`config.mk`:
```
export PLATFORM = sky130hd
export DESIGN_NAME = spi_xfer_engine
export DESIGN_NICKNAME = d
export VERILOG_FILES = /design/src/rtl/spi_pkg.sv /design/src/rtl/spi_byte_shifter.sv /design/src/rtl/spi_xfer_engine.sv
export SDC_FILE = /design/constraint.sdc
export NUM_CORES = 1
export LEC_CHECK = 0
export ABC_AREA = 1
export CAP_MARGIN = 20
export CORE_ASPECT_RATIO = 1.5
export CORE_MARGIN = 8
export CORE_UTILIZATION = 45
export CTS_CLUSTER_DIAMETER = 50
export DETAILED_ROUTE_END_ITERATION = 10
export GPL_TIMING_DRIVEN = 0
export PLACE_DENSITY = 0.69
export RECOVER_POWER = 25
export SLEW_MARGIN = 20
export SYNTH_ARGS = -nofsm -noshare
export SYNTH_HDL_FRONTEND = slang
export SYNTH_SLANG_ARGS = --single-unit
```
`constraint.sdc`:
```
create_clock -name clk -period 2 [get_ports clk]
set_input_delay 0.4 -clock clk [delete_from_list [all_inputs] [get_ports clk]]
set_output_delay 0.4 -clock clk [all_outputs]
set_load 0.005 [all_outputs]
```
`src/rtl/spi_pkg.sv`:
```
// Shared constants for the SPI transfer engine: frame selects, the
// accelerometer command bytes, per-select frame lengths and engine states.
package spi_pkg;

  localparam logic [2:0] SEL_DUMMY = 3'b000;
  localparam logic [2:0] SEL_MEAS  = 3'b001;
  localparam logic [2:0] SEL_READ  = 3'b010;
  localparam logic [2:0] SEL_SRST  = 3'b011;

  // Command bytes: write/read opcodes followed by register address and data
  localparam logic [7:0] CMD_WRITE      = 8'h0A;
  localparam logic [7:0] CMD_READ       = 8'h0B;
  localparam logic [7:0] REG_SOFT_RESET = 8'h1F;
  localparam logic [7:0] SOFT_RESET_KEY = 8'h52;
  localparam logic [7:0] REG_POWER_CTL  = 8'h2D;
  localparam logic [7:0] POWER_MEASURE  = 8'h02;
  localparam logic [7:0] REG_XDATA_L    = 8'h0E;

  // Frame lengths in bytes for transmit-only frames
  localparam logic [2:0] LEN_DUMMY = 3'd1;
  localparam logic [2:0] LEN_MEAS  = 3'd3;
  localparam logic [2:0] LEN_READ  = 3'd2;
  localparam logic [2:0] LEN_SRST  = 3'd3;

  typedef enum logic [1:0] {
    ST_IDLE,
    ST_LOW,
    ST_HIGH,
    ST_DONE
  } eng_state_t;

  // Byte idx of the transmit frame selected by sel; unused slots send 0x00
  function automatic logic [7:0] command_byte(input logic [2:0] sel, input logic [2:0] idx);
    logic [7:0] b;
    b = 8'h00;
    case (sel)
      SEL_SRST: case (idx)
        3'd0:    b = CMD_WRITE;
        3'd1:    b = REG_SOFT_RESET;
        3'd2:    b = SOFT_RESET_KEY;
        default: b = 8'h00;
      endcase
      SEL_MEAS: case (idx)
        3'd0:    b = CMD_WRITE;
        3'd1:    b = REG_POWER_CTL;
        3'd2:    b = POWER_MEASURE;
        default: b = 8'h00;
      endcase
      SEL_READ: case (idx)
        3'd0:    b = CMD_READ;
        3'd1:    b = REG_XDATA_L;
        default: b = 8'h00;
      endcase
      default: b = 8'h00;
    endcase
    return b;
  endfunction

  // Undefined selects behave like a single dummy byte
  function automatic logic [2:0] tx_frame_len(input logic [2:0] sel);
    logic [2:0] n;
    case (sel)
      SEL_SRST: n = LEN_SRST;
      SEL_MEAS: n = LEN_MEAS;
      SEL_READ: n = LEN_READ;
      default:  n = LEN_DUMMY;
    endcase
    return n;
  endfunction

endpackage

```
`src/rtl/spi_byte_shifter.sv`:
```
// One-byte SPI shift register. sr[7] is the bit on mosi; the incoming miso
// bit is parked in rx_bit at the rising sclk edge and enters sr at the
// falling edge, so the same register carries TX and RX data.
module spi_byte_shifter
  import spi_pkg::*;
(
  input  logic       clk,
  input  logic       reset,
  input  logic       clr,
  input  logic       load,
  input  logic [7:0] load_byte,
  input  logic       sample,
  input  logic       shift,
  input  logic       miso,
  output logic       mosi_bit,
  output logic [7:0] rx_byte,
  output logic       byte_end
);

  logic [7:0] sr;
  logic       rx_bit;
  logic [2:0] bit_cnt;

  // Load wins over shift: at a byte boundary the next TX byte replaces the
  // finished one after its received value has been taken from rx_byte.
  always_ff @(posedge clk) begin
    if (!reset || clr) begin
      sr      <= 8'h00;
      rx_bit  <= 1'b0;
      bit_cnt <= 3'd0;
    end else begin
      if (sample) rx_bit <= miso;
      if (load) begin
        sr      <= load_byte;
        bit_cnt <= 3'd0;
      end else if (shift) begin
        sr      <= {sr[6:0], rx_bit};
        bit_cnt <= bit_cnt + 3'd1;
      end
    end
  end

  assign mosi_bit = sr[7];
  assign rx_byte  = {sr[6:0], rx_bit};
  assign byte_end = (bit_cnt == 3'd7);

endmodule

```
`src/rtl/spi_xfer_engine.sv`:
```
// SPI mode-0 bit/byte engine for one accelerometer. Sends the command frame
// chosen by data_select, or clocks in RX_BYTES burst bytes and publishes
// them as X/Y/Z samples. Every output comes straight from a flop.
module spi_xfer_engine
  import spi_pkg::*;
#(
  parameter int RX_BYTES = 6,
  parameter int DATA_W   = 16
) (
  input  logic              clk,
  input  logic              reset,
  input  logic [2:0]        data_select,
  input  logic              transfer,
  input  logic              receive,
  input  logic              cs,
  input  logic              byte_reset,
  input  logic              miso,
  output logic              done,
  output logic              sclk,
  output logic              mosi,
  output logic              spi_cs_n,
  output logic [DATA_W-1:0] x_data,
  output logic [DATA_W-1:0] y_data,
  output logic [DATA_W-1:0] z_data,
  output logic              data_valid
);

  // Byte indices are 3 bits wide, so a frame holds at most 7 bytes
  localparam logic [2:0] RX_LEN = 3'(RX_BYTES);

  eng_state_t state, state_n;

  logic [2:0] frm_len;
  logic [2:0] byte_idx;
  logic [2:0] sel_q;
  logic       rx_frame;
  logic [RX_BYTES-1:0][7:0] shadow;
  logic [RX_BYTES-1:0][7:0] frame_bytes;

  logic       sh_clr, sh_load, sh_sample, sh_shift;
  logic [7:0] sh_load_byte;
  logic       start, byte_adv, byte_cap, last_bit, discard;

  logic       sh_mosi;
  logic [7:0] rx_byte;
  logic       byte_end;

  spi_byte_shifter u_shifter (
    .clk       (clk),
    .reset     (reset),
    .clr       (sh_clr),
    .load      (sh_load),
    .load_byte (sh_load_byte),
    .sample    (sh_sample),
    .shift     (sh_shift),
    .miso      (miso),
    .mosi_bit  (sh_mosi),
    .rx_byte   (rx_byte),
    .byte_end  (byte_end)
  );

  // Engine state register
  always_ff @(posedge clk) begin
    if (!reset) state <= ST_IDLE;
    else        state <= state_n;
  end

  // Next state and shifter controls; byte_reset overrides everything
  always_comb begin
    state_n      = state;
    sh_clr       = 1'b0;
    sh_load      = 1'b0;
    sh_load_byte = 8'h00;
    sh_sample    = 1'b0;
    sh_shift     = 1'b0;
    start        = 1'b0;
    byte_adv     = 1'b0;
    byte_cap     = 1'b0;
    last_bit     = 1'b0;
    discard      = 1'b0;
    if (byte_reset) begin
      state_n = ST_IDLE;
      sh_clr  = 1'b1;
      discard = 1'b1;
    end else begin
      case (state)
        ST_IDLE: if (transfer) begin
          state_n      = ST_LOW;
          start        = 1'b1;
          sh_load      = 1'b1;
          sh_load_byte = receive ? 8'h00 : command_byte(data_select, 3'd0);
        end
        ST_LOW: if (!transfer) begin
          state_n = ST_IDLE;
          sh_clr  = 1'b1;
          discard = 1'b1;
        end else begin
          state_n   = ST_HIGH;
          sh_sample = 1'b1;
        end
        ST_HIGH: if (!transfer) begin
          state_n = ST_IDLE;
          sh_clr  = 1'b1;
          discard = 1'b1;
        end else if (byte_end) begin
          byte_cap = 1'b1;
          if (byte_idx == frm_len - 3'd1) begin
            state_n  = ST_DONE;
            sh_clr   = 1'b1;
            last_bit = 1'b1;
          end else begin
            state_n      = ST_LOW;
            sh_shift     = 1'b1;
            sh_load      = 1'b1;
            sh_load_byte = rx_frame ? 8'h00 : command_byte(sel_q, byte_idx + 3'd1);
            byte_adv     = 1'b1;
          end
        end else begin
          state_n  = ST_LOW;
          sh_shift = 1'b1;
        end
        ST_DONE: state_n = ST_IDLE;
        default: state_n = ST_IDLE;
      endcase
    end
  end

  // Pin and strobe registers, decoded from the state being entered
  always_ff @(posedge clk) begin
    if (!reset) begin
      sclk       <= 1'b0;
      done       <= 1'b0;
      data_valid <= 1'b0;
      spi_cs_n   <= 1'b1;
    end else begin
      sclk       <= (state_n == ST_HIGH);
      done       <= (state_n == ST_DONE);
      data_valid <= last_bit && rx_frame;
      spi_cs_n   <= cs;
    end
  end

  assign mosi = sh_mosi;

  // Frame descriptor latched at start; byte counter clears on leaving the frame
  always_ff @(posedge clk) begin
    if (!reset) begin
      frm_len  <= 3'd0;
      byte_idx <= 3'd0;
      sel_q    <= SEL_DUMMY;
      rx_frame <= 1'b0;
    end else if (start) begin
      frm_len  <= receive ? RX_LEN : tx_frame_len(data_select);
      sel_q    <= data_select;
      rx_frame <= receive;
      byte_idx <= 3'd0;
    end else if (state_n == ST_IDLE || state_n == ST_DONE) begin
      byte_idx <= 3'd0;
    end else if (byte_adv) begin
      byte_idx <= byte_idx + 3'd1;
    end
  end

  // Received bytes collect in shadow; aborted frames throw them away
  always_ff @(posedge clk) begin
    if (!reset || discard) begin
      shadow <= '0;
    end else if (byte_cap && rx_frame) begin
      shadow[byte_idx] <= rx_byte;
    end
  end

  // The last byte is still in the shifter when the frame completes
  always_comb begin
    for (int i = 0; i < RX_BYTES; i++)
      frame_bytes[i] = (byte_idx == 3'(i)) ? rx_byte : shadow[i];
  end

  // Publish all three axes together on the completing edge of a receive frame
  always_ff @(posedge clk) begin
    if (!reset) begin
      x_data <= '0;
      y_data <= '0;
      z_data <= '0;
    end else if (last_bit && rx_frame) begin
      x_data <= DATA_W'({frame_bytes[1], frame_bytes[0]});
      y_data <= DATA_W'({frame_bytes[3], frame_bytes[2]});
      z_data <= DATA_W'({frame_bytes[5], frame_bytes[4]});
    end
  end

endmodule

```
Yosys cells after proc, flatten, opt, wreduce, memory -nomap -nowiden --
Index checks and enable logic that the tools add are counted.
Word-level totals: flip-flop bits (word level) 124, bits of input ports 10, output and inout bits 53, word-level logic and storage cells 127
Operators by class: add/subtract/negate cells 3, order comparisons 2, equal/unequal tests 20, mux-type cells 64, bitwise gates (word level) 1, reduce and logical (&&, ||, !) cells 16
Operators by type and width (number):
- $mux W8 | 16
- $bwmux W48 | 1
- $mux W1 | 29
- $demux W8 S3 | 1
- $pmux W8 S3 | 1
- $eq A3 B2 Y1 const B | 7
- $pmux W7 S3 | 1
- $pmux W6 S3 | 1
- $pmux W4 S2 | 2
- $pmux W8 S2 | 1
- $eq A3 B1 Y1 const B | 4
- $mux W2 | 6
- $eq A3 B3 Y1 const B | 3
- $eq A2 B2 Y1 const B | 4
- $pmux W2 S4 | 1
- $add A3 B1 Y3 const B | 2
- $logic_not A3 Y1 | 2
- $reduce_or A2 Y1 | 3
- $logic_not A2 Y1 | 2
- $lt A3 B4 Y1 const B | 1
- $pmux W1 S2 | 2
- $pmux W2 S2 | 1
- $eq A3 B3 Y1 | 1
- $ge A3 B1 Y1 const B | 1
- other kinds (9) | 13

Logic depth before layout (Yosys ltp) --
Gate-level depths: netlist of the first run.
word-level depth 11, gate-level depth with buffers 17, depth with buffers taken out 17

Cells and area by module --
Synthesis of the first run repeated with hierarchy kept, for this count alone.
Unflattened totals: cells, all modules 823, area total of the unflattened synthesis 5950.7 sq um
Modules (own cells, without submodules):
- spi_xfer_engine | times used 1, cells each 740, area each 5298.8 sq um, sequential area each 2222.1 sq um
- spi_byte_shifter | times used 1, cells each 83, area each 651.9 sq um, sequential area each 240.2 sq um

Least setup slack after synthesis of the first run --
No wires, ideal clock.
path kind register -> register, start point register frm_len[0], end point register byte_idx[2], library setup time 0.070 ns, arrival 1.973 ns, data required time 1.930 ns, path slack -0.043 ns, stages on the path, launching flop included 17, buffers on the path 0, period minus slack after synthesis 2.043 ns, path through dfxtp_1 > inv_1 > ha_1 > inv_1 > nand2_1 > nand2_1 > nor2_1 > nand2_2 > inv_1 > nand2_1 > o211ai_1 > inv_1 > nor2_1 > ha_1 > nor2_1 > o21ai_0 > a21oi_1
On the way: longest elaborated chain between the ends 10, elaborated cells between the ends (all ways) 16, those cells by class add/sub: 1; eq/ne: 2; mux: 10; reduce/logical: 3
RTL lines:
- from (decl) | RTL line spi_xfer_engine.sv:33 | logic [2:0] frm_len;
- from (signal assigned) | RTL line spi_xfer_engine.sv:153 | frm_len <= receive ? RX_LEN : tx_frame_len(data_select);
- $sub A3 B1 Y3 * | RTL line spi_xfer_engine.sv:107 | if (byte_idx == frm_len - 3'd1) begin
- $eq A3 B3 Y1 * | RTL line spi_xfer_engine.sv:107
- $mux W2 * | RTL line spi_xfer_engine.sv:107
- $mux W2 * | RTL line spi_xfer_engine.sv:105 | end else if (byte_end) begin
- $mux W2 * | RTL line spi_xfer_engine.sv:101 | ST_HIGH: if (!transfer) begin
- $pmux W2 S4 * | RTL line spi_xfer_engine.sv:86 | case (state)
- $mux W2 * | RTL line spi_xfer_engine.sv:81 | if (byte_reset) begin
- via state_n[1] | RTL line spi_xfer_engine.sv:31 | eng_state_t state, state_n;
- $eq A2 B2 Y1 or $logic_not A2 Y1 (tied branches) | RTL line spi_xfer_engine.sv:157 | end else if (state_n == ST_IDLE || state_n == ST_DONE) begin
- $logic_or A1 B1 Y1 * | RTL line spi_xfer_engine.sv:157
- $reduce_or A3 Y1 (no source line) *
- to (signal assigned) | RTL line spi_xfer_engine.sv:160 | byte_idx <= byte_idx + 3'd1;
- to (decl) | RTL line spi_xfer_engine.sv:34 | logic [2:0] byte_idx;
Mark *: on every way through the listed nets, which the timed path passes. The rest lies on a longest branch. A chain may end at the register's enable or synchronous reset.

Worst setup path in the final report of the first run --
Same ends and word-level chain as after synthesis.

==> qor.txt, run 1 <==
OUTCOME
--------------------------------------------------------------------------------
Outcome ........................................................... complete, but fails checks
Failing checks .................................................... negative setup slack

TIMING
--------------------------------------------------------------------------------
Share of the clock period used by the worst path ..................         103%
Maximum clock rate ................................................    0.485 GHz
Slew margin rel. ..................................................        44.9%
WHS ...............................................................       389 ps
Endpoints failing hold ............................................            0
Max Transition Viols Final ........................................            0
Sum Neg Setup Slack ...............................................      -153 ps
Setup repair after global routing missed its margin ...............         true
Clock tree skew after final layout ................................      8.48 ps
Post-route worst setup slack ......................................     -60.9 ps
Slew at the pin closest to its max-slew limit .....................       827 ps
Time the worst path needs with I/O delays and setup ...............      2060 ps
Number of setup violations in the final report ....................            4

WORST SETUP PATH
--------------------------------------------------------------------------------
Startpoint Class ..................................................    flip-flop
Critical path class ...............................................      reg2reg
Worst path cell trace ............................................. inv_2, ha_4, inv_2, nand2_2, nand2_2, nor2_4, nand2_4, inv_2, nand2_2, o211ai_1, inv_1, nor2_4, ha_4, nor2_4, o21ai_1, a21oi_1
Buffer and inverter count on the worst path .......................            4
Worst Reg2Reg Path Length in Cells ................................           16
Cell with the biggest individual delay on the critical path ....... sky130_fd_sc_hd__dfxtp_2
Type of destination of the critical path ..........................    flip-flop
CP peak stage delay ...............................................       330 ps
Required time worst endpoint ......................................      2340 ps
Dominant delay contributor by cell family on the critical path .... simple AND/OR/NAND/NOR gates
Endpoint of the worst-slack reg-to-reg timing path ................  byte_idx[2]
Arrival time worst endpoint .......................................      2400 ps
Maximum fanout count along the critical path ......................            3
Worst reg2reg setup slack .........................................       -60 ps
Reg2Reg Launch Point ..............................................   frm_len[0]

YOSYS
--------------------------------------------------------------------------------
Number of enable-type register cells in the synthesized netlist ...            0
Share of the synthesized area in the top cell type ................        45.3%
Post-synthesis net count ..........................................          733
Synthesized cell area .............................................     5430 um2
Avg Cell Area, Syn ................................................     7.66 um2
Ranking of synthesized cells by instance count .................... sky130_fd_sc_hd__nand2_1 (131), sky130_fd_sc_hd__dfxtp_1 (123), sky130_fd_sc_hd__nor2_1 (76)
Flop and latch count out of synthesis .............................          123
Number of library cell types mapped by synthesis ..................           35
Cell with the most instances after synthesis ...................... sky130_fd_sc_hd__nand2_1
Top area cells in the synthesized netlist ......................... sky130_fd_sc_hd__dfxtp_1 (45%), sky130_fd_sc_hd__nand2_1 (9.0%), sky130_fd_sc_hd__a211oi_1 (6.5%), sky130_fd_sc_hd__a31oi_1 (5.5%), sky130_fd_sc_hd__o21ai_0 (5.5%)
Async SR Flop Fraction ............................................           0%
Proportion of synthesized chip area in sequential cells ...........        45.3%
Number of instances in the synthesized netlist ....................          709
Leading area contributor after synthesis .......................... sky130_fd_sc_hd__dfxtp_1
Main synth FF type ................................................ sky130_fd_sc_hd__dfxtp_1
Count of warnings emitted by yosys ................................            0

GLOBAL ROUTE
--------------------------------------------------------------------------------
Combined global-route utilization of all metal layers .............        21.2%
Remaining global-route overflow ...................................            0
Maximum number of pins on one net before global-route repair ......           17
Number of antenna violations at the first check in global routing .            0
Global-route wire length before repair ............................      26.6 mm
Number of global-route vias before repair .........................         5259

CELLS AND AREA
--------------------------------------------------------------------------------
Final antenna diode count .........................................            0
Post-synthesis to final-layout area growth ........................        32.5%
Fraction of final layout cells sized beyond drive strength 1 ......        14.9%
Fin cells .........................................................          964
Number of nets at the end of the flow .............................          822
Number of fill cells ..............................................         1081

WORST HOLD PATH
--------------------------------------------------------------------------------
Startpoint of the most critical hold path .........................        reset
Instance count along the most critical hold path ..................            3
Type of the most critical hold path ...............................       in2reg
Capture endpoint of the worst hold path ...........................    z_data[0]

CLOCKING
--------------------------------------------------------------------------------
Buffers from clock root to sink, at most ..........................            2
CTS clock-pin slew for the worst setup and hold paths .............        50 ps
Clock buffers created by TritonCTS ................................           17
Clock insertion delay at the later pin of the skew report .........       420 ps
Max H-tree Level ..................................................            4
Sink count of the clock tree ......................................          123
Master cell of the clock root buffer .............................. sky130_fd_sc_hd__clkbuf_16
CTS tree ..........................................................         done

POWER
--------------------------------------------------------------------------------
Max VDD drop ......................................................     0.632 mV
Power per Cell Area ...............................................   803 nW/um2
Switching component of the power ..................................      1300 uW
Register share of total power .....................................        42.8%
Internal power ....................................................      4480 uW
Clock power frac ..................................................        52.5%
Power share of the combinational group ............................         4.7%
Leakage power of the design .......................................   0.00274 uW
Switching fraction of total power .................................        22.5%

FLOORPLANNING
--------------------------------------------------------------------------------
Boundary pin count ................................................           63
Die span in x .....................................................       106 um
Number of rows in the core area ...................................           49
Std-Cell Core Area ................................................    11900 um2
Y dimension of the die ............................................       151 um
Effective utilization at floorplan ................................        45.7%
Overall die area ..................................................    15900 um2

DRT
--------------------------------------------------------------------------------
Pre-antenna DRT Iters .............................................            6
Number of routed nets with antenna violations .....................            0
Violation count after the first detailed-route iteration ..........          382
Average detailed-routed wire length per instance ..................      17.6 um
DRC violation count after routing .................................            0
Detailed-route wire length ........................................      16.9 mm
Detail-routed via count per cell ..................................         5.58
Total via count in the routed design ..............................         5380

PLACED DESIGN
--------------------------------------------------------------------------------
Placed wire-length estimate .......................................      11.9 mm
# placed instances ................................................          922
Port bufs .........................................................           60
Routability congestion estimate from global placement .............        0.931
Worst setup slack after placement .................................      -544 ps

RUN
--------------------------------------------------------------------------------
Count of maximum capacitance violations ...........................            0

-- kinds of logic after synthesis --
kind of cell | Yosys count | synth area share [%]
AOI/OAI and AO/OA | 182 | 20.6
xor gates and xnor gates | 1 | 0.161
adders and majority gates | 14 | 3.22
buffers and inverters | 108 | 8.24
DFF | 123 | 45.3
and+or+nand+nor | 281 | 22.4
-- state kept, by name (all words and copies together), names as in the netlist --
name,count
y_data,16
state,2
x_data,16
frm_len,3
sclk,1
z_data,16
u_shifter.sr,8
sel_q,3
data_valid,1
u_shifter.rx_bit,1
shadow,48
u_shifter.bit_cnt,3
done,1
byte_idx,3
spi_cs_n,1
-- cell usage in the layout (no fill, tap or decap), types with 5 or more instances in the layout --
| cell | n |
|---|---|
| sky130_fd_sc_hd__nand2_1 | 124 |
| sky130_fd_sc_hd__dfxtp_1 | 117 |
| sky130_fd_sc_hd__nor2_1 | 73 |
| sky130_fd_sc_hd__o21ai_0 | 54 |
| sky130_fd_sc_hd__nand3_1 | 53 |
| sky130_fd_sc_hd__inv_1 | 48 |
| sky130_fd_sc_hd__a31oi_1 | 48 |
| sky130_fd_sc_hd__a211oi_1 | 47 |
| sky130_fd_sc_hd__clkdlybuf4s50_1 | 32 |
| sky130_fd_sc_hd__dlygate4sd3_1 | 27 |
| sky130_fd_sc_hd__clkbuf_16 | 18 |
| sky130_fd_sc_hd__clkbuf_1 | 17 |
| sky130_fd_sc_hd__buf_4 | 15 |
| sky130_fd_sc_hd__inv_2 | 13 |
| sky130_fd_sc_hd__a21oi_1 | 12 |
| sky130_fd_sc_hd__o21ai_1 | 10 |
| sky130_fd_sc_hd__nand2_2 | 8 |
| sky130_fd_sc_hd__ha_1 | 8 |
| sky130_fd_sc_hd__nor2_4 | 7 |
| sky130_fd_sc_hd__buf_8 | 6 |
| sky130_fd_sc_hd__clkbuf_8 | 5 |
| sky130_fd_sc_hd__buf_2 | 5 |
| sky130_fd_sc_hd__ha_4 | 5 |
| sky130_fd_sc_hd__dfxtp_2 | 5 |
-- worst min-delay path, delay by kind of cell --
kind / cells / cell delay (ps)
buffers and inverters: 1 / 200
AOI/OAI and AO/OA: 2 / 150
-- repair_timing --
action / CTS / global route
hold buffers: 0 / 0
gates cloned: 1 / 1
setup endpoints to repair: 62 / 105
resized for setup: 52 / 37
buffers inserted: 8 / 3
pin swaps: 8 / 11
-- power by group through the flow --
stage / clock network, uW / logic, uW / registers [uW]
after global placement: 0 / 232 / 2530
final: 3030 / 272 / 2480
after detailed placement: 0 / 237 / 2530
after CTS: 3040 / 260 / 2480
after floorplan: 0 / 153 / 2530
after global routing: 3150 / 298 / 2480
-- metrics by stage --
| step | area (um2) | total power [uW] | utilization, % |
|---|---|---|---|
| floorplan | 5440 | 2680 | - |
| global placement | 6230 | 2760 | 52.4 |
| detailed placement | 6230 | 2770 | 52.4 |
| CTS | 7050 | 5770 | 59.2 |
| global route | 7200 | 5920 | 60.5 |
| finish | 7200 | 5780 | 60.5 |
-- layout make-up --
type | instances | area, um2 | share of cell area, %
clock inverter | 10 | 116 | 1.62
timing repair buffer | 73 | 731 | 10.2
buffer | 44 | 324 | 4.50
clock buffer | 22 | 474 | 6.59
multi-input combinational | 478 | 2660 | 37.0
tap | 153 | 191 | 2.66
sequential | 123 | 2470 | 34.3
inverter | 61 | 229 | 3.18
-- per-layer routing --
| layer | share of wire [%] | GRT usage (%) |
|---|---|---|
| met5 | 0 | 0 |
| met1 | 38 | 22.2 |
| met3 | 6.3 | 4.28 |
| met2 | 52 | 39.0 |
| met4 | 3.1 | 10.7 |
-- how the worst max path moves through the flow --
stage | depth (start not counted) | slack, ps | endpoint | start
floorplan | 16 | 8 | byte_idx[2] | frm_len[0]
global placement | 11 | -500 | byte_idx[2] | transfer
detailed placement | 11 | -540 | byte_idx[2] | transfer
CTS | 16 | -10 | byte_idx[2] | frm_len[0]
global route | 12 | -170 | u_shifter.sr[0] | byte_idx[0]
finish | 16 | -60 | byte_idx[2] | frm_len[0]
(Power assumes the default switching activity.)
==> run 2: changes to the inputs <==
Settings changed: CELL_PAD_IN_SITES_DETAIL_PLACEMENT from default to 0, CELL_PAD_IN_SITES_GLOBAL_PLACEMENT from default to 1, CORE_UTILIZATION 45 to 42, DONT_BUFFER_PORTS from default to 1, PLACE_DENSITY 0.69 to default, PLACE_DENSITY_LB_ADDON from default to 0.1.
==> run 2 against run 1 <==
The run still ends with negative setup slack left. Worst setup slack got worse by 30 ps. Register-to-register slack got worse by 30 ps. Final cell count decreased by 4.6%. Core utilization decreased by 8.6 points. Non-clock buffer count decreased by 47. Critical path depth unchanged. First-iteration DRC count decreased by 31%. Sequential power about the same. Clock skew increased by 1.3 ps. Critical endpoint unchanged. Largest cell class unchanged. Highest routed layer unchanged.
==> qor.txt, run 2 (synthesis results as in run 1) <==
CELLS AND AREA
----------------------------------------------------------------------------------
Final antenna diode count ...........................................            0   unchanged
Largest register by flop count ......................................       shadow
Fin cells ...........................................................          920   -4.6%
Fraction of final layout cells sized beyond drive strength 1 ........        17.6%   +2.7 points
Most common library cell in the layout ignoring fill and taps ....... sky130_fd_sc_hd__nand2_1
Post-synthesis to final-layout area growth ..........................        22.6%
Most frequent cells in the layout ................................... sky130_fd_sc_hd__nand2_1 (122), sky130_fd_sc_hd__dfxtp_1 (118), sky130_fd_sc_hd__nor2_1 (73)
Number of fill cells ................................................         1268   +17%
Post-route cell area ................................................     6660 um2   -7.4%
Number of nets at the end of the flow ...............................          775   -5.7%
Flip-flop count of the largest register, all copies and words added .           48   unchanged

TIMING
----------------------------------------------------------------------------------
Clock tree skew after final layout ..................................      9.82 ps   +1.34 ps
Setup repair after global routing missed its margin .................         true
Time the worst path needs with I/O delays and setup .................      2090 ps   +29.9 ps
Number of setup violations in the final report ......................            3   -1
Slew margin rel. ....................................................        45.0%   +0.10 points
Sum Neg Setup Slack .................................................      -209 ps   -56.0 ps
Maximum clock rate ..................................................    0.478 GHz   -1.4%
Post-route worst setup slack ........................................     -90.7 ps   -29.9 ps
Slew at the pin closest to its max-slew limit .......................       826 ps   -1.55 ps
Max Transition Viols Final ..........................................            0   unchanged
WHS .................................................................      89.2 ps   -300 ps
Endpoints failing hold ..............................................            0   unchanged
Share of the clock period used by the worst path ....................         105%   +1.5 points

DRT
----------------------------------------------------------------------------------
Average detailed-routed wire length per instance ....................      18.8 um   +6.7%
Violation count after the first detailed-route iteration ............          264   -31%
Detail-routed via count per cell ....................................         5.53   -0.96%
Detailed-route wire length ..........................................      17.3 mm   +1.9%
DRC violation count after routing ...................................            0   unchanged
Pre-antenna DRT Iters ...............................................            5   -1
Total via count in the routed design ................................         5085   -5.5%
Number of routed nets with antenna violations .......................            0   unchanged

RUN
----------------------------------------------------------------------------------
Count of maximum capacitance violations .............................            0   unchanged

CLOCKING
----------------------------------------------------------------------------------
Master cell of the clock root buffer ................................ sky130_fd_sc_hd__clkbuf_16
CTS tree ............................................................         done
Sink count of the clock tree ........................................          123   unchanged
Buffers from clock root to sink, at most ............................            2   unchanged
CTS clock-pin slew for the worst setup and hold paths ...............        50 ps   about the same
Number of buffers inserted by hold repair at cts ....................            0   unchanged
Clock insertion delay at the later pin of the skew report ...........       420 ps   about the same
Clock buffers created by TritonCTS ..................................           17   unchanged
Max H-tree Level ....................................................            4   unchanged

PLACED DESIGN
----------------------------------------------------------------------------------
Placed cell area ....................................................     5640 um2   -9.5%
Placed wire-length estimate .........................................      12.2 mm   +2.7%
Routability congestion estimate from global placement ...............        0.838   -9.9%
Port bufs ...........................................................            0   -100%
# placed instances ..................................................          868   -5.9%

GLOBAL ROUTE
----------------------------------------------------------------------------------
Global-route wire length before repair ..............................      26.2 mm   -1.4%
Number of antenna violations at the first check in global routing ...            0   unchanged
Combined global-route utilization of all metal layers ...............        20.5%   -0.68 points
Number of global-route vias before repair ...........................         4913   -6.6%
Maximum number of pins on one net before global-route repair ........           17   unchanged
Remaining global-route overflow .....................................            0   unchanged

POWER
----------------------------------------------------------------------------------
Final Power .........................................................      5690 uW   -1.6%
Clock power frac ....................................................        51.9%   -0.6 points
Register share of total power .......................................        43.6%   +0.8 points
Max VDD drop ........................................................     0.548 mV   -13%
Power share of the combinational group ..............................         4.6%   about the same
Leakage power of the design .........................................   0.00247 uW   -9.7%
Switching component of the power ....................................      1280 uW   -1.4%
Internal power ......................................................      4410 uW   -1.6%
Switching fraction of total power ...................................        22.5%   +0.031 points
Power per Cell Area .................................................   854 nW/um2   +6.3%

WORST HOLD PATH
----------------------------------------------------------------------------------
Type of the most critical hold path .................................       in2reg

FLOORPLANNING
----------------------------------------------------------------------------------
Number of rows in the core area .....................................           51   +4.1%
Die span in x .......................................................       109 um   +3.0%
Effective utilization at floorplan ..................................        42.4%   -3.3 points
Y dimension of the die ..............................................       155 um   +3.1%
Std-Cell Core Area ..................................................    12800 um2   +7.8%
Boundary pin count ..................................................           63   unchanged
Overall die area ....................................................    16900 um2   +6.2%

WORST SETUP PATH
----------------------------------------------------------------------------------
Critical path class .................................................      reg2reg
Maximum fanout count along the critical path ........................            3   unchanged
Arrival time worst endpoint .........................................      2430 ps   +30 ps
Startpoint Class ....................................................    flip-flop
Type of destination of the critical path ............................    flip-flop
Required time worst endpoint ........................................      2330 ps   about the same

OUTCOME
----------------------------------------------------------------------------------
Outcome ............................................................. complete, but fails checks
Failing checks ...................................................... negative setup slack

run 2: changes by cell type in the layout (fill, tap and decap cells not counted), sizes merged:
| cell | before | now |
|---|---|---|
| inv | 61 | 60 |
| dlymetal6s2s | 1 | 0 |
| dlygate4sd3 | 27 | 0 |
| clkinv | 6 | 5 |
| clkdlybuf4s50 | 32 | 0 |
| clkbuf | 43 | 41 |
| buf | 36 | 50 |
run 2: stage by stage:
step	setup WS [ps]	util, %
2_1_floorplan	7.84	-
3_3_place_gp	-534	43.9
3_5_place_dp	-563	43.9
4_1_cts	-125	50.4
5_1_grt	-179	51.9
6_report	-90.7	51.9
run 2: cell type report:
class                   instances  area (um2)  area share, %
well taps                     159         199           2.99
repair buffers                 25         240           3.61
multi-input cells             478        2680           40.2
clock buffers                  21         460           6.91
inverters                      61         233           3.49
flip-flops and latches        123        2470           37.1
clock inverters                 8        96.3           1.45
plain buffers                  45         287           4.30
run 2: timing repair:
action / in CTS / in global routing
gates resized for setup: 49 / 33
gates cloned: 0 / 1
pin swaps: 11 / 13
endpoints found under the setup margin: 93 / 106
buffers inserted: 13 / 11
run 2: per-layer routing:
| metal | GRT usage, % | vias up | wire [um] |
|---|---|---|---|
| met5 | 0 | - | 0 |
| met2 | 35.5 | 144 | 8720 |
| li1 | - | 2501 | - |
| met1 | 22.2 | 2396 | 6890 |
| met3 | 5.42 | 44 | 1050 |
| met4 | 10.2 | 0 | 599 |
run 2: worst paths after layout:
path	startpoint	to	slack (ps)	depth (start not counted)
min	cs	spi_cs_n	90	1
max reg2reg	frm_len[0]	byte_idx[2]	-90	16
min reg2reg	shadow[38]	shadow[38]	460	2
max	frm_len[0]	byte_idx[2]	-90	16
run 2: worst max-delay path, stage by stage, from the launching register on:
cell and delay, ps:
sky130_fd_sc_hd__dfxtp_2 330, sky130_fd_sc_hd__inv_2 60, sky130_fd_sc_hd__ha_4 270, sky130_fd_sc_hd__inv_2 30, sky130_fd_sc_hd__nand2_2 60, sky130_fd_sc_hd__nand2_2 60
sky130_fd_sc_hd__nor2_4 130, sky130_fd_sc_hd__nand2_4 80, sky130_fd_sc_hd__inv_2 50, sky130_fd_sc_hd__nand2_2 50, sky130_fd_sc_hd__o211ai_1 80, sky130_fd_sc_hd__inv_1 100
sky130_fd_sc_hd__nor2_4 150, sky130_fd_sc_hd__ha_4 230, sky130_fd_sc_hd__nor2_4 120, sky130_fd_sc_hd__o21ai_2 80, sky130_fd_sc_hd__a21oi_2 140
run 2: power by group through the flow:
stage	registers (uW)	clock network, uW	logic (uW)
3_5_place_dp	2530	0	226
5_1_grt	2480	3100	287
3_3_place_gp	2530	0	224
2_1_floorplan	2530	0	153
6_report	2480	2950	260
4_1_cts	2480	2980	247
==> run 3: changes to the inputs <==
Settings changed: CORE_MARGIN 8 to 1.
==> run 3 against run 2 <==
The run still ends with negative setup slack left. Worst hold slack gained 7.0 ps. Cell area shrank 0.60%. Worst setup slack improved by 29 ps. Non-clock buffer count is 7 lower.
==> qor.txt, run 3 (synthesis results as in run 1) <==
OUTCOME
----------------------------------------------------------------------------------
Outcome ............................................................. complete, but fails checks
Failing checks ...................................................... negative setup slack

WORST SETUP PATH
----------------------------------------------------------------------------------
Critical path class .................................................      reg2reg
Startpoint Class ....................................................    flip-flop
Worst reg2reg setup slack ...........................................       -60 ps   +30 ps
Buffer and inverter count on the worst path .........................            4   unchanged
Maximum fanout count along the critical path ........................            3   unchanged
Worst Reg2Reg Path Length in Cells ..................................           16   unchanged
Type of destination of the critical path ............................    flip-flop
Required time worst endpoint ........................................      2320 ps   about the same
Cell with the biggest individual delay on the critical path ......... sky130_fd_sc_hd__dfxtp_2
Reg2Reg Launch Point ................................................   frm_len[0]
Dominant delay contributor by cell family on the critical path ...... simple AND/OR/NAND/NOR gates
Worst path cell trace ............................................... inv_2, ha_4, inv_2, nand2_2, nand2_2, nor2_4, nand2_4, inv_2, nand2_2, o211ai_1, inv_1, nor2_4, ha_4, nor2_4, o21ai_1, a21oi_1
Arrival time worst endpoint .........................................      2380 ps   -50 ps
CP peak stage delay .................................................       330 ps   about the same
Endpoint of the worst-slack reg-to-reg timing path ..................  byte_idx[2]

CELLS AND AREA
----------------------------------------------------------------------------------
Final antenna diode count ...........................................            0   unchanged
Fraction of final layout cells sized beyond drive strength 1 ........        16.4%   -1.2 points
Number of nets at the end of the flow ...............................          768   -0.90%
Area of the multi-input gates .......................................     2690 um2   +0.28%
Most frequent cells in the layout ................................... sky130_fd_sc_hd__nand2_1 (123), sky130_fd_sc_hd__dfxtp_1 (117), sky130_fd_sc_hd__nor2_1 (73)
Fin cells ...........................................................          911   -0.98%
Area used by sequential logic in the layout .........................     2470 um2   +0.15%
Largest register by flop count ......................................       shadow
Flip-flop count of the largest register, all copies and words added .           48   unchanged
Number of fill cells ................................................         1242   -2.1%
Post-synthesis to final-layout area growth ..........................        21.9%
Most common library cell in the layout ignoring fill and taps ....... sky130_fd_sc_hd__nand2_1

DRT
----------------------------------------------------------------------------------
Detailed-route wire length ..........................................      16.4 mm   -5.0%
Average detailed-routed wire length per instance ....................      18.0 um   -4.1%
Number of routed nets with antenna violations .......................            0   unchanged
Total via count in the routed design ................................         5039   -0.90%
Pre-antenna DRT Iters ...............................................            4   -1
Violation count after the first detailed-route iteration ............          250   -5.3%
Detail-routed via count per cell ....................................         5.53   about the same
DRC violation count after routing ...................................            0   unchanged

POWER
----------------------------------------------------------------------------------
Max VDD drop ........................................................     0.476 mV   -13%
Leakage power of the design .........................................   0.00245 uW   -0.96%
Final Power .........................................................      5740 uW   +0.89%
Power per Cell Area .................................................   866 nW/um2   +1.5%

GLOBAL ROUTE
----------------------------------------------------------------------------------
Combined global-route utilization of all metal layers ...............        25.3%   +4.8 points
Remaining global-route overflow .....................................            0   unchanged
Global-route wire length before repair ..............................      25.2 mm   -3.8%
Number of global-route vias before repair ...........................         4793   -2.4%
Maximum number of pins on one net before global-route repair ........           17   unchanged
Number of antenna violations at the first check in global routing ...            0   unchanged

TIMING
----------------------------------------------------------------------------------
Clock tree skew after final layout ..................................      6.83 ps   -3.00 ps
Max Transition Viols Final ..........................................            0   unchanged
Time the worst path needs with I/O delays and setup .................      2060 ps   -29.3 ps
Maximum clock rate ..................................................    0.485 GHz   +1.4%
Post-route worst setup slack ........................................     -61.4 ps   +29.3 ps
Share of the clock period used by the worst path ....................         103%   -1.5 points
Number of setup violations in the final report ......................            2   -1
Slew margin rel. ....................................................        48.2%   +3.3 points
Endpoints failing hold ..............................................            0   unchanged
Setup repair after global routing missed its margin .................         true
Slew at the pin closest to its max-slew limit .......................       777 ps   -48.8 ps

FLOORPLANNING
----------------------------------------------------------------------------------
Die span in x .......................................................      94.9 um   -13%
Y dimension of the die ..............................................       141 um   -9.0%
Boundary pin count ..................................................           63   unchanged
Effective utilization at floorplan ..................................        43.2%   +0.85 points
Number of rows in the core area .....................................           50   -2.0%
Overall die area ....................................................    13400 um2   -21%
Std-Cell Core Area ..................................................    12600 um2   -2.0%

CLOCKING
----------------------------------------------------------------------------------
Master cell of the clock root buffer ................................ sky130_fd_sc_hd__clkbuf_16
Clock buffers created by TritonCTS ..................................           17   unchanged
Buffers from clock root to sink, at most ............................            2   unchanged
CTS tree ............................................................         done
Sink count of the clock tree ........................................          123   unchanged
Clock insertion delay at the later pin of the skew report ...........       410 ps   about the same
CTS clock-pin slew for the worst setup and hold paths ...............        50 ps   about the same
Max H-tree Level ....................................................            4   unchanged

WORST HOLD PATH
----------------------------------------------------------------------------------
Instance count along the most critical hold path ....................            1   unchanged
Startpoint of the most critical hold path ...........................           cs
Capture endpoint of the worst hold path .............................     spi_cs_n
Type of the most critical hold path .................................       in2reg

PLACED DESIGN
----------------------------------------------------------------------------------
Routability congestion estimate from global placement ...............        0.851   +1.5%
Placed wire-length estimate .........................................      11.7 mm   -4.1%
Port bufs ...........................................................            0   unchanged
# placed instances ..................................................          865   -0.35%

RUN
----------------------------------------------------------------------------------
Count of maximum capacitance violations .............................            0   unchanged

[run 3: cell types whose count changed in the layout (fill, tap and decap cells not counted), sizes merged]
cell      before  now
clkinv         5    1
clkinvlp       2    3
clkbuf        41   44
buf           50   43
inv           60   61
[run 3: layout make-up]
cell class,count,area share [%]
clock inverters,6,1.32
inverters,61,3.46
clock buffers,24,7.42
plain buffers,44,4.18
well taps,156,2.95
flip-flops and latches,123,37.3
multi-input cells,478,40.6
repair buffers,19,2.78
[run 3: timing repair]
item	in CTS	in global routing
buffers inserted	12	6
cloned	0	1
hold buffers	0	0
setup endpoints to repair	100	105
gates resized for setup	49	35
pin swaps	7	5
[run 3: per-layer routing]
metal / wire, um / global-route usage (%) / up-vias / part of all wire, %
met5: 0 / 0 / - / 0
met3: 628 / 5.20 / 24 / 3.8
li1: - / - / 2489 / -
met1: 6870 / 29.5 / 2400 / 42
met4: 376 / 7.66 / 0 / 2.3
met2: 8510 / 45.6 / 126 / 52
[run 3: stage by stage]
| stage | area (um2) | worst slack (ps) | hold slack, ps | TNS (ps) | util (%) |
|---|---|---|---|---|---|
| 2_1_floorplan | 5440 | 7.84 | 434 | 0 | - |
| 6_report | 6620 | -61.4 | 96.2 | -67.8 | 52.7 |
| 3_5_place_dp | 5630 | -515 | 451 | -21430 | 44.8 |
| 3_3_place_gp | 5630 | -534 | 451 | -20690 | 44.8 |
| 4_1_cts | 6480 | -74.5 | 88.2 | -89.9 | 51.5 |
| 5_1_grt | 6620 | -160 | 81.4 | -876 | 52.7 |
[run 3: report_power, final]
part	total [uW]	switching (uW)	leakage, uW	internal [uW]
Combinational	255	184	0.00118	70.6
Sequential	2480	9.87	0.000995	2470
Clock	3010	1060	0.000274	1950
Total	5740	1250	0.00245	4490
[run 3: worst max-delay path by stage]
| stage | startpoint | slack (ps) | cells after the start | to |
|---|---|---|---|---|
| 4_1_cts | frm_len[0] | -70 | 16 | byte_idx[2] |
| 3_3_place_gp | frm_len[0] | -530 | 16 | byte_idx[2] |
| 6_report | frm_len[0] | -60 | 16 | byte_idx[2] |
| 2_1_floorplan | frm_len[0] | 8 | 16 | byte_idx[2] |
| 5_1_grt | frm_len[0] | -160 | 16 | byte_idx[0] |
| 3_5_place_dp | frm_len[0] | -510 | 16 | byte_idx[2] |
